`config.mk`:
```
export PLATFORM = sky130hd
export DESIGN_NAME = bcd_chain_ctrl
export DESIGN_NICKNAME = d
export VERILOG_FILES = /design/src/rtl/bcd_chain_pkg.sv /design/src/rtl/bcd_digit.sv /design/src/rtl/bcd_chain_ctrl.sv
export SDC_FILE = /design/constraint.sdc
export NUM_CORES = 1
export LEC_CHECK = 0
export BUFFER_PORTS_ARGS = -buffer_cell sky130_fd_sc_hd__buf_2
export CORE_ASPECT_RATIO = 0.75
export CORE_MARGIN = 8
export CORE_UTILIZATION = 50
export CTS_CLUSTER_DIAMETER = 60
export CTS_CLUSTER_SIZE = 12
export DETAILED_ROUTE_END_ITERATION = 10
export MAX_ROUTING_LAYER = met4
export PLACE_DENSITY = 0.72
export RECOVER_POWER = 100
export REMOVE_ABC_BUFFERS = 1
export SLEW_MARGIN = 30
export SYNTH_ARGS = -nofsm -noshare
export SYNTH_HDL_FRONTEND = slang
export SYNTH_SLANG_ARGS = --single-unit
```
`constraint.sdc`:
```
create_clock -name CP -period 3.5 [get_ports CP]
set_input_delay 0.7 -clock CP [delete_from_list [all_inputs] [get_ports CP]]
set_output_delay 0.7 -clock CP [all_outputs]
set_load 0.01 [all_outputs]
```
`src/rtl/bcd_chain_pkg.sv`:
```
// Shared encodings for the cascaded BCD counter sequencer: state codes,
// command codes and BCD digit helpers.
package bcd_chain_pkg;

    typedef enum logic [1:0] {
        ST_IDLE  = 2'd0,
        ST_RUN   = 2'd1,
        ST_PAUSE = 2'd2,
        ST_DONE  = 2'd3
    } state_e;

    typedef enum logic [1:0] {
        CMD_START = 2'd0,
        CMD_PAUSE = 2'd1,
        CMD_CLEAR = 2'd2,
        CMD_LOAD  = 2'd3
    } cmd_e;

    localparam logic [3:0] BCD_MAX = 4'd9;

    function automatic logic nibble_is_bcd(input logic [3:0] nib);
        return (nib <= BCD_MAX);
    endfunction

endpackage

```
`src/rtl/bcd_digit.sv`:
```
// One decade counter cell of the chain: clears, or increments 0..9 with
// wrap, and reports terminal count (q == 9) to the digits above it.
module bcd_digit
    import bcd_chain_pkg::*;
(
    input  logic       CP,
    input  logic       rst,
    input  logic       clr,
    input  logic       inc,
    output logic [3:0] q,
    output logic       tc
);

    logic [3:0] q_q;
    logic [3:0] q_d;

    // Next digit value: clear has priority over increment.
    always_comb begin
        q_d = q_q;
        if (clr) begin
            q_d = 4'd0;
        end else if (inc) begin
            q_d = (q_q == BCD_MAX) ? 4'd0 : (q_q + 4'd1);
        end else begin
            q_d = q_q;
        end
    end

    // Digit register.
    always_ff @(posedge CP) begin
        if (rst) begin
            q_q <= 4'd0;
        end else begin
            q_q <= q_d;
        end
    end

    assign q  = q_q;
    assign tc = (q_q == BCD_MAX);

endmodule

```
`src/rtl/bcd_chain_ctrl.sv`:
```
// Sequencer for a chain of BCD digits: prescaled stepping, command handshake
// and target compare. Define BCD_CHAIN_AUTO_RELOAD_EN to restart from zero
// on a target match instead of stopping in DONE.
module bcd_chain_ctrl
    import bcd_chain_pkg::*;
#(
    parameter int DIGITS   = 4,
    parameter int PRESCALE = 10
) (
    input  logic                CP,
    input  logic                rst,
    input  logic                tick_in,
    input  logic                cmd_valid,
    input  logic [1:0]          cmd,
    input  logic [4*DIGITS-1:0] cmd_data,
    output logic                cmd_ready,
    output logic [4*DIGITS-1:0] Q,
    output logic                running,
    output logic                done,
    output logic                ovf,
    output logic                err
);

    localparam int W  = 4 * DIGITS;
    localparam int PW = (PRESCALE > 1) ? $clog2(PRESCALE) : 1;
    localparam logic [PW-1:0] PRE_LAST = PW'(PRESCALE - 1);

    state_e          state_q, state_d;
    logic [PW-1:0]   pre_q, pre_d;
    logic [W-1:0]    target_q, target_d;
    logic            running_q, running_d;
    logic            done_q, done_d;
    logic            ovf_q, ovf_d;
    logic            err_q, err_d;

    logic [DIGITS-1:0] tc_s;
    logic [DIGITS-1:0] inc_s;
    logic [W-1:0]      q_s;
    logic [W-1:0]      next_q_s;
    logic              lower_nines_s;
    logic              load_ok_s;
    logic              pre_last_s;
    logic              step_s;
    logic              accept_s;
    logic              match_s;
    logic              clr_s;

    assign pre_last_s = (pre_q == PRE_LAST);
    assign step_s     = (state_q == ST_RUN) && tick_in && pre_last_s;
    // A pending step owns the cycle; any command waits one clock.
    assign cmd_ready  = (state_q != ST_RUN) || !(tick_in && pre_last_s);
    assign accept_s   = cmd_valid && cmd_ready;
    assign match_s    = step_s && (next_q_s == target_q);

    // Ripple enables and the post-step count used for target compare.
    always_comb begin
        inc_s         = '0;
        next_q_s      = q_s;
        lower_nines_s = 1'b1;
        for (int i = 0; i < DIGITS; i++) begin
            lower_nines_s = 1'b1;
            for (int j = 0; j < i; j++) begin
                lower_nines_s = lower_nines_s & tc_s[j];
            end
            inc_s[i] = step_s && lower_nines_s;
            if (inc_s[i]) begin
                next_q_s[4*i +: 4] = tc_s[i] ? 4'd0 : (q_s[4*i +: 4] + 4'd1);
            end else begin
                next_q_s[4*i +: 4] = q_s[4*i +: 4];
            end
        end
    end

    // LOAD data is accepted only if every nibble is a decimal digit.
    always_comb begin
        load_ok_s = 1'b1;
        for (int i = 0; i < DIGITS; i++) begin
            load_ok_s = load_ok_s & nibble_is_bcd(cmd_data[4*i +: 4]);
        end
    end

    // Next-state, prescaler, target and pulse flags.
    always_comb begin
        state_d  = state_q;
        pre_d    = pre_q;
        target_d = target_q;
        clr_s    = 1'b0;
        done_d   = match_s;
        ovf_d    = step_s && (&tc_s);
        err_d    = 1'b0;

        if (step_s) begin
            pre_d = '0;
        end else if ((state_q == ST_RUN) && tick_in) begin
            pre_d = pre_q + PW'(1);
        end else begin
            pre_d = pre_q;
        end

        if (match_s) begin
`ifdef BCD_CHAIN_AUTO_RELOAD_EN
            clr_s = 1'b1;
`else
            state_d = ST_DONE;
`endif
        end else begin
            state_d = state_q;
        end

        // Accept and step never coincide, so commands cannot mask a match.
        if (accept_s) begin
            case (cmd_e'(cmd))
                CMD_START: begin
                    case (state_q)
                        ST_IDLE: begin
                            state_d = ST_RUN;
                            pre_d   = '0;
                        end
                        ST_PAUSE: state_d = ST_RUN;
                        ST_DONE: begin
                            state_d = ST_RUN;
                            pre_d   = '0;
                            clr_s   = 1'b1;
                        end
                        default: state_d = state_q;
                    endcase
                end
                CMD_PAUSE: begin
                    if (state_q == ST_RUN) begin
                        state_d = ST_PAUSE;
                    end else begin
                        state_d = state_q;
                    end
                end
                CMD_CLEAR: begin
                    state_d = ST_IDLE;
                    pre_d   = '0;
                    clr_s   = 1'b1;
                end
                CMD_LOAD: begin
                    if (load_ok_s) begin
                        target_d = cmd_data;
                    end else begin
                        err_d = 1'b1;
                    end
                end
                default: state_d = state_q;
            endcase
        end else begin
            target_d = target_q;
        end

        running_d = (state_d == ST_RUN);
    end

    // Controller registers.
    always_ff @(posedge CP) begin
        if (rst) begin
            state_q   <= ST_IDLE;
            pre_q     <= '0;
            target_q  <= '0;
            running_q <= 1'b0;
            done_q    <= 1'b0;
            ovf_q     <= 1'b0;
            err_q     <= 1'b0;
        end else begin
            state_q   <= state_d;
            pre_q     <= pre_d;
            target_q  <= target_d;
            running_q <= running_d;
            done_q    <= done_d;
            ovf_q     <= ovf_d;
            err_q     <= err_d;
        end
    end

    for (genvar g = 0; g < DIGITS; g++) begin : g_digit
        bcd_digit u_digit (
            .CP  (CP),
            .rst (rst),
            .clr (clr_s),
            .inc (inc_s[g]),
            .q   (q_s[4*g +: 4]),
            .tc  (tc_s[g])
        );
    end

    assign Q       = q_s;
    assign running = running_q;
    assign done    = done_q;
    assign ovf     = ovf_q;
    assign err     = err_q;

endmodule

```
After elaboration in Yosys (flattened, before gate mapping)

Cells that the tools add are included.

Add/subtract/negate cells: 5
$lt $le $gt $ge: 4
Equality and inequality tests: 14
Mux-type cells: 22
Bitwise logic cells: 7
Reduce and logical (&&, ||, !) cells: 19

Operators by type and width:

| operator                                               | count |
|---|---|
| two-way mux 4 bit                                      | 12 |
| adder 4 x 1 -> 4 bit (second input constant)           | 5 |
| equality test 4 bit (second input constant)            | 5 |
| equality test 16 bit                                   | 1 |
| <= comparator 4 bit (second input constant)            | 4 |
| logical AND 1 bit                                      | 9 |
| equality test 2 bit (second input constant)            | 4 |
| two-way mux 2 bit                                      | 4 |
| one-hot mux 4 bit (2 select lines)                     | 1 |
| equality test 2 x 1 -> 1 bit (second input constant)   | 3 |
| one-hot mux 2 bit (3 select lines)                     | 1 |
| OR reduction 3 bit                                     | 2 |
| AND 1 bit                                              | 5 |
| zero test 2 bit                                        | 2 |
| AND reduction 4 bit                                    | 1 |
| OR reduction 2 bit                                     | 2 |
| two-way mux 1 bit                                      | 3 |
| AND reduction 3 bit                                    | 1 |
| inequality test 2 x 1 -> 1 bit (second input constant) | 1 |
| NOT 1 bit                                              | 2 |
| one-hot mux 1 bit (2 select lines)                     | 1 |
| zero test 1 bit                                        | 1 |
| logical OR 1 bit                                       | 1 |

Register bits: 42
Output and inout port bits: 21
Logic and storage cells: 82

Depth between registers and ports, before layout

Word-level depth: 11
Depth in mapped cells: 11
Mapped depth without buffers: 9

Hierarchy

A second synthesis with hierarchy kept.

Cell total of the unflattened synthesis: 355
Area, all modules: 2941.6 um^2

Modules (own cells, without submodules):

| module         | instances | cells an instance | area each (um^2) | sequential area each (um^2) |
|---|---|---|---|---|
| bcd_chain_ctrl | 1         | 271               | 2145.8           | 520.5 |
| bcd_digit      | 4         | 21                | 198.9            | 80.1 |

Least setup slack after synthesis

Ideal clock, no wire load.

Kind: reg2reg
Start: register g_digit[0].u_digit.q_q[0]
End: register running_q, in the netlist running
Data arrival time: 2.592 ns
Data required time: 3.380 ns
Slack: 0.788 ns
Cell stages (with the launch flop): 10
Clock period less this slack: 2.712 ns
Path through: dfxtp_1 -> ha_1 -> and3b_1 -> buf_6 -> nand4_1 -> or4b_1 -> nand3_1 -> xor2_1 -> or3b_1 -> o31a_1

Word-level cells in the longest chain between the ends: 11
Elaborated cells between the ends (all ways): 18
Classes of those cells: add/sub (1); eq/ne (3); mux (8); bitwise (2); reduce/logical (4)

RTL lines:

| what                                                         | RTL line              | source |
|---|---|---|
| start, declared                                              | bcd_digit.sv:14       | `logic [3:0] q_q;` |
| start signal, assigned                                       | bcd_digit.sv:34       | `q_q <= q_d;` |
| branches (longest 5 deep; another with adder 4 x 1 -> 4 bit) | -                     |  |
| equality test 16 bit *                                       | bcd_chain_ctrl.sv:53  | `assign match_s = step_s && (next_q_s == target_q);` |
| logical AND 1 bit *                                          | bcd_chain_ctrl.sv:53  |  |
| two-way mux 2 bit *                                          | bcd_chain_ctrl.sv:100 | `if (match_s) begin` |
| one-hot mux 2 bit (3 select lines)                           | bcd_chain_ctrl.sv:112 | `case (cmd_e'(cmd))` |
| two-way mux 2 bit *                                          | bcd_chain_ctrl.sv:111 | `if (accept_s) begin` |
| equality test 2 x 1 -> 1 bit *                               | bcd_chain_ctrl.sv:153 | `running_d = (state_d == ST_RUN);` |
| end signal, assigned                                         | bcd_chain_ctrl.sv:170 | `running_q <= running_d;` |
| end, declared                                                | bcd_chain_ctrl.sv:31  | `logic running_q, running_d;` |

Every way passes the cells marked *.
A chain may end at the register's enable or synchronous reset.

Worst setup path in the final report

Start: register state_q[1]
End: register running_q, in the netlist running

Word-level cells in the longest chain between the ends: 11
Elaborated cells between the ends (all ways): 25
Classes of those cells: eq/ne (6); mux (9); reduce/logical (10)

RTL lines:

| what                                 | RTL line                                    | source |
|---|---|---|
| start, declared                      | bcd_chain_ctrl.sv:28                        | `state_e state_q, state_d;` |
| start signal, assigned               | bcd_chain_ctrl.sv:167                       | `state_q <= state_d;` |
| equality test 2 x 1 -> 1 bit         | bcd_chain_ctrl.sv:49, bcd_chain_ctrl.sv:129 |  |
| logical AND 1 bit (2 in a row)       | bcd_chain_ctrl.sv:49                        | `assign step_s = (state_q == ST_RUN) && tick_in && pre_last_s;` |
| logical AND 1 bit                    | bcd_chain_ctrl.sv:65                        | `inc_s[i] = step_s && lower_nines_s;` |
| two-way mux 4 bit (on tied branches) | -                                           |  |
| equality test 16 bit                 | bcd_chain_ctrl.sv:53                        |  |
| logical AND 1 bit                    | bcd_chain_ctrl.sv:53                        |  |
| two-way mux 2 bit                    | bcd_chain_ctrl.sv:100                       |  |
| one-hot mux 2 bit (3 select lines)   | bcd_chain_ctrl.sv:112                       |  |
| two-way mux 2 bit *                  | bcd_chain_ctrl.sv:111                       |  |
| equality test 2 x 1 -> 1 bit *       | bcd_chain_ctrl.sv:153                       |  |

Mark *: on every way between the ends. The rest lies on a longest branch, timed or not.

==> results.py <==
metrics = {
    "run_status": {
        "status": "finished, final reports clean",
    },
    "place": {
        "dp.cells": 399,
        "dp_hpwl_mm": 4.80,
        "placed_area_sq_mm": 0.00285,
        "gp_congestion": 0.871,
        "preCtsSetupSlack_ns": 0.481,
        "port_buffers": 42,
    },
    "clock_tree": {
        "cts_resized": 0,
        "path_clk_slew_ns": 0.09,
        "root_buffer": "clkbuf_8",
        "cts_sinks": 42,
        "holdBufCountCts": 0,
        "cts.htree.levels": 2,
        "clkLatencyLatePin_ns": 0.31,
        "cts_setup_buffers": 0,
        "clockBufferDepth": 2,
        "cts_buffers": 5,
        "tritoncts": "done",
    },
    "logic_synthesis": {
        "async_flop_share_pct": 0,
        "yosys-top-cells-area": "dfxtp_1 33%, mux2i_1 6.6%, ha_1 6.3%",
        "synthSimpleGateAreaFrac_pct": 29.2,
        "synth_cell_types": 56,
        "syn_area_sq_mm": 0.00257,
        "synth_area_leader_cell": "dfxtp_1",
        "synthFlopType": "dfxtp_1",
        "synth_compound_area_share_pct": 16.4,
        "synth.top_cell.area_share_pct": 32.7,
        "synth_edf_count": 0,
        "synth_xor_area_share_pct": 4.76,
        "syn_inst": 302,
        "yosysWarnings": 0,
        "synth_top_family_by_area": "simple AND/OR/NAND/NOR gates",
        "avgSynthCellArea_sq_um": 8.53,
        "synth-adder-area-share_pct": 6.32,
        "yosysSeqAreaShare_pct": 32.7,
        "synth_seq_cells": 42,
        "synth.area.mux_share_pct": 6.61,
    },
    "detailed_routing": {
        "drcViolationCount": 0,
        "via_count": 2281,
        "detailedRoute.firstIterationViolations": 141,
        "post_drt_wl_per_cell_um": 15.2,
        "routed_via_density": 5.60,
        "dr.pass1.iters": 5,
        "totalWireLength_mm": 6.20,
        "drtAntennaViolNets": 0,
    },
    "timing": {
        "fin_ws_ns": 0.465,
        "min_period_ns": 3.03,
        "relSlewSlack_pct": 50.8,
        "min_period_over_period_pct": 86.7,
        "slew_viol_final": 0,
        "worst_pin_slew_ns": 0.738,
        "setup_tns_ns": 0,
        "max_freq_mhz": 330,
        "timing.final.hold_violations": 0,
        "finalSetupViolCount": 0,
        "rsz0062_at_grt": "no",
        "clock_skew_ns": 0.00924,
    },
    "finish": {
        "final_cell_area_sq_mm": 0.00289,
        "num_antenna_cells": 0,
        "final_util_pct": 58.7,
        "nNetsFinal": 381,
        "area_delta_synth_final_pct": 12.2,
        "drive_gt1_share_pct": 11.2,
        "nFillCells": 457,
        "final-instance-count-excl-fill": 407,
    },
    "global_routing": {
        "grt_start_max_net_pins": 25,
        "grt_overflow_total": 0,
        "track_usage_pct": 16.4,
        "antenna_found_initial": 0,
        "grt_pass1_vias": 2037,
        "grt_first_pass_wirelength_mm": 9.87,
    },
    "die": {
        "start_util_pct": 52.3,
        "dieArea_sq_mm": 0.00773,
        "rows": 22,
        "ios": 43,
        "die_h_um": 78.2,
        "core_area_sq_mm": 0.00493,
        "die_w_um": 98.9,
    },
    "critical_path": {
        "rr_worst_depth": 9,
        "crit_path_max_fanout": 9,
        "critPathKind": "register to register",
        "crit_arrival_ns": 3.23,
        "start_kind": "register",
        "worstPathRequired_ns": 3.70,
        "r2r-end": "running",
        "path_cells": "inv_1 -> ha_1 -> and4b_1 -> nand4_1 -> or4b_1 -> nand3_1 -> xor2_1 -> or3b_1 -> o31a_1",
        "r2r_start": "state_q[1]",
        "critPathSlowestCell": "or4b_1",
        "cp-end-kind": "register",
        "r2r_slack_ns": 0.47,
        "cpPeakStageDelay_ns": 0.58,
    },
    "min_path": {
        "hp-start": "target_q[4]",
        "min_path_cells": 2,
        "hold_class": "register to register",
        "worstHoldEndpoint": "target_q[4]",
    },
    "pwr": {
        "p_clk_share_pct": 37.0,
        "p_leak_nw": 1.12,
        "powerDensity_mw_per_mm2": 297,
        "vdd_drop_max_mv": 0.177,
        "intPower_uw": 645,
        "pwr-share-comb_pct": 6.5,
        "seqPwrFrac_pct": 56.5,
        "swShare_pct": 24.9,
        "power.switching_uw": 214,
    },
    "run": {
        "cap_violations": 0,
    },
}
stage by stage:
step	hold WS (ns)	total power, mW
detailed placement	0.496	0.554
floorplan	0.460	0.524
CTS	0.517	0.874
finish	0.516	0.859
global placement	0.476	0.553
global route	0.546	0.900
worst max-delay path, delay by kind of cell (launching register included):
family | cells | cell delay [ns]
AND/OR/NAND/NOR | 5 | 1.74
XOR/XNOR | 1 | 0.09
buffers and inverters | 1 | 0.10
adder cells (fa/ha/maj) | 1 | 0.36
flip-flops | 1 | 0.34
AO/OA/AOI/OAI | 1 | 0.29
logic make-up after synthesis:
kind of cell / Yosys count
and+or+nand+nor: 125
adders and majority gates: 13
AOI/OAI and AO/OA: 66
muxes: 17
buffers and inverters: 25
DFF: 42
xor gates and xnor gates: 14
state kept, by name (all words and copies together) (netlist names):
signal / flops
running: 1
g_digit.u_digit.q: 16
done: 1
err: 1
ovf: 1
pre_q: 4
state_q: 2
target_q: 16
cell type report:
type                       instances  area, sq um  share of cell area, %
inverter                          15         56.3                   1.95
tap                               60         75.1                   2.60
sequential                        42          841                   29.1
clock inverter                     2         13.8                  0.476
timing repair buffer              47          208                   7.19
multi-input combinational        235         1620                   56.2
clock buffer                       6         72.6                   2.51
worst max path at each step:
stage                  endpoint  slack (ns)        from
floorplan           target_q[0]        0.66  state_q[1]
global placement        running        0.53     tick_in
detailed placement      running        0.48     tick_in
CTS                     running        0.48  state_q[1]
global route            running        0.27  state_q[1]
finish                  running        0.47  state_q[1]
power by group through the flow:
stage	sequential [mW]	clock (mW)	combinational, mW
CTS	0.485	0.330	0.0579
global placement	0.496	0	0.0568
detailed placement	0.496	0	0.0577
global route	0.486	0.352	0.0623
floorplan	0.496	0	0.0278
finish	0.485	0.318	0.0560
layout by cell type, fill, tap and decap left out, drive strengths merged, types with 3 or more instances in the layout:
cell type | netlist | final
and3b | 5 | 5
nand2 | 15 | 15
a21boi | 3 | 3
nand4b | 7 | 7
a21oi | 19 | 19
a31oi | 5 | 5
mux2i | 17 | 17
nand3 | 11 | 11
buf | 4 | 22
nor3 | 10 | 10
or3 | 5 | 5
and4b | 3 | 3
nand4 | 4 | 4
nor2b | 7 | 7
inv | 15 | 15
clkbuf | 6 | 31
ha | 13 | 13
nand2b | 3 | 3
o21ai | 19 | 19
dfxtp | 42 | 42
nor2 | 37 | 37
xnor2 | 4 | 4
xor2 | 10 | 10
nor4 | 7 | 7
Yosys cell counts, drive strengths merged (2+ instances only):
cell	instances
or4	2
a21oi	19
nand2	15
o22ai	2
inv	15
o31a	2
nand4b	7
nand4	4
a221o	2
o21bai	2
mux2i	17
nor2	37
o21ai	19
nor4	7
nand3	11
a211oi	2
and4b	3
nand3b	2
xor2	10
clkbuf	6
nor2b	7
buf	4
ha	13
a21boi	3
a21o	2
or3	5
a2111oi	2
xnor2	4
and3b	5
nand2b	3
nor3	10
dfxtp	42
a31oi	5
metal layers:
metal / GRT usage [%] / vias up / wire [um]
li1: - / 1187 / -
met1: 23.4 / 1027 / 3370
met2: 21.7 / 63 / 2430
met3: 3.61 / 4 / 352
met4: 5.95 / 0 / 52
met5: - / - / 0
Power figures use the tool's default switching activity.
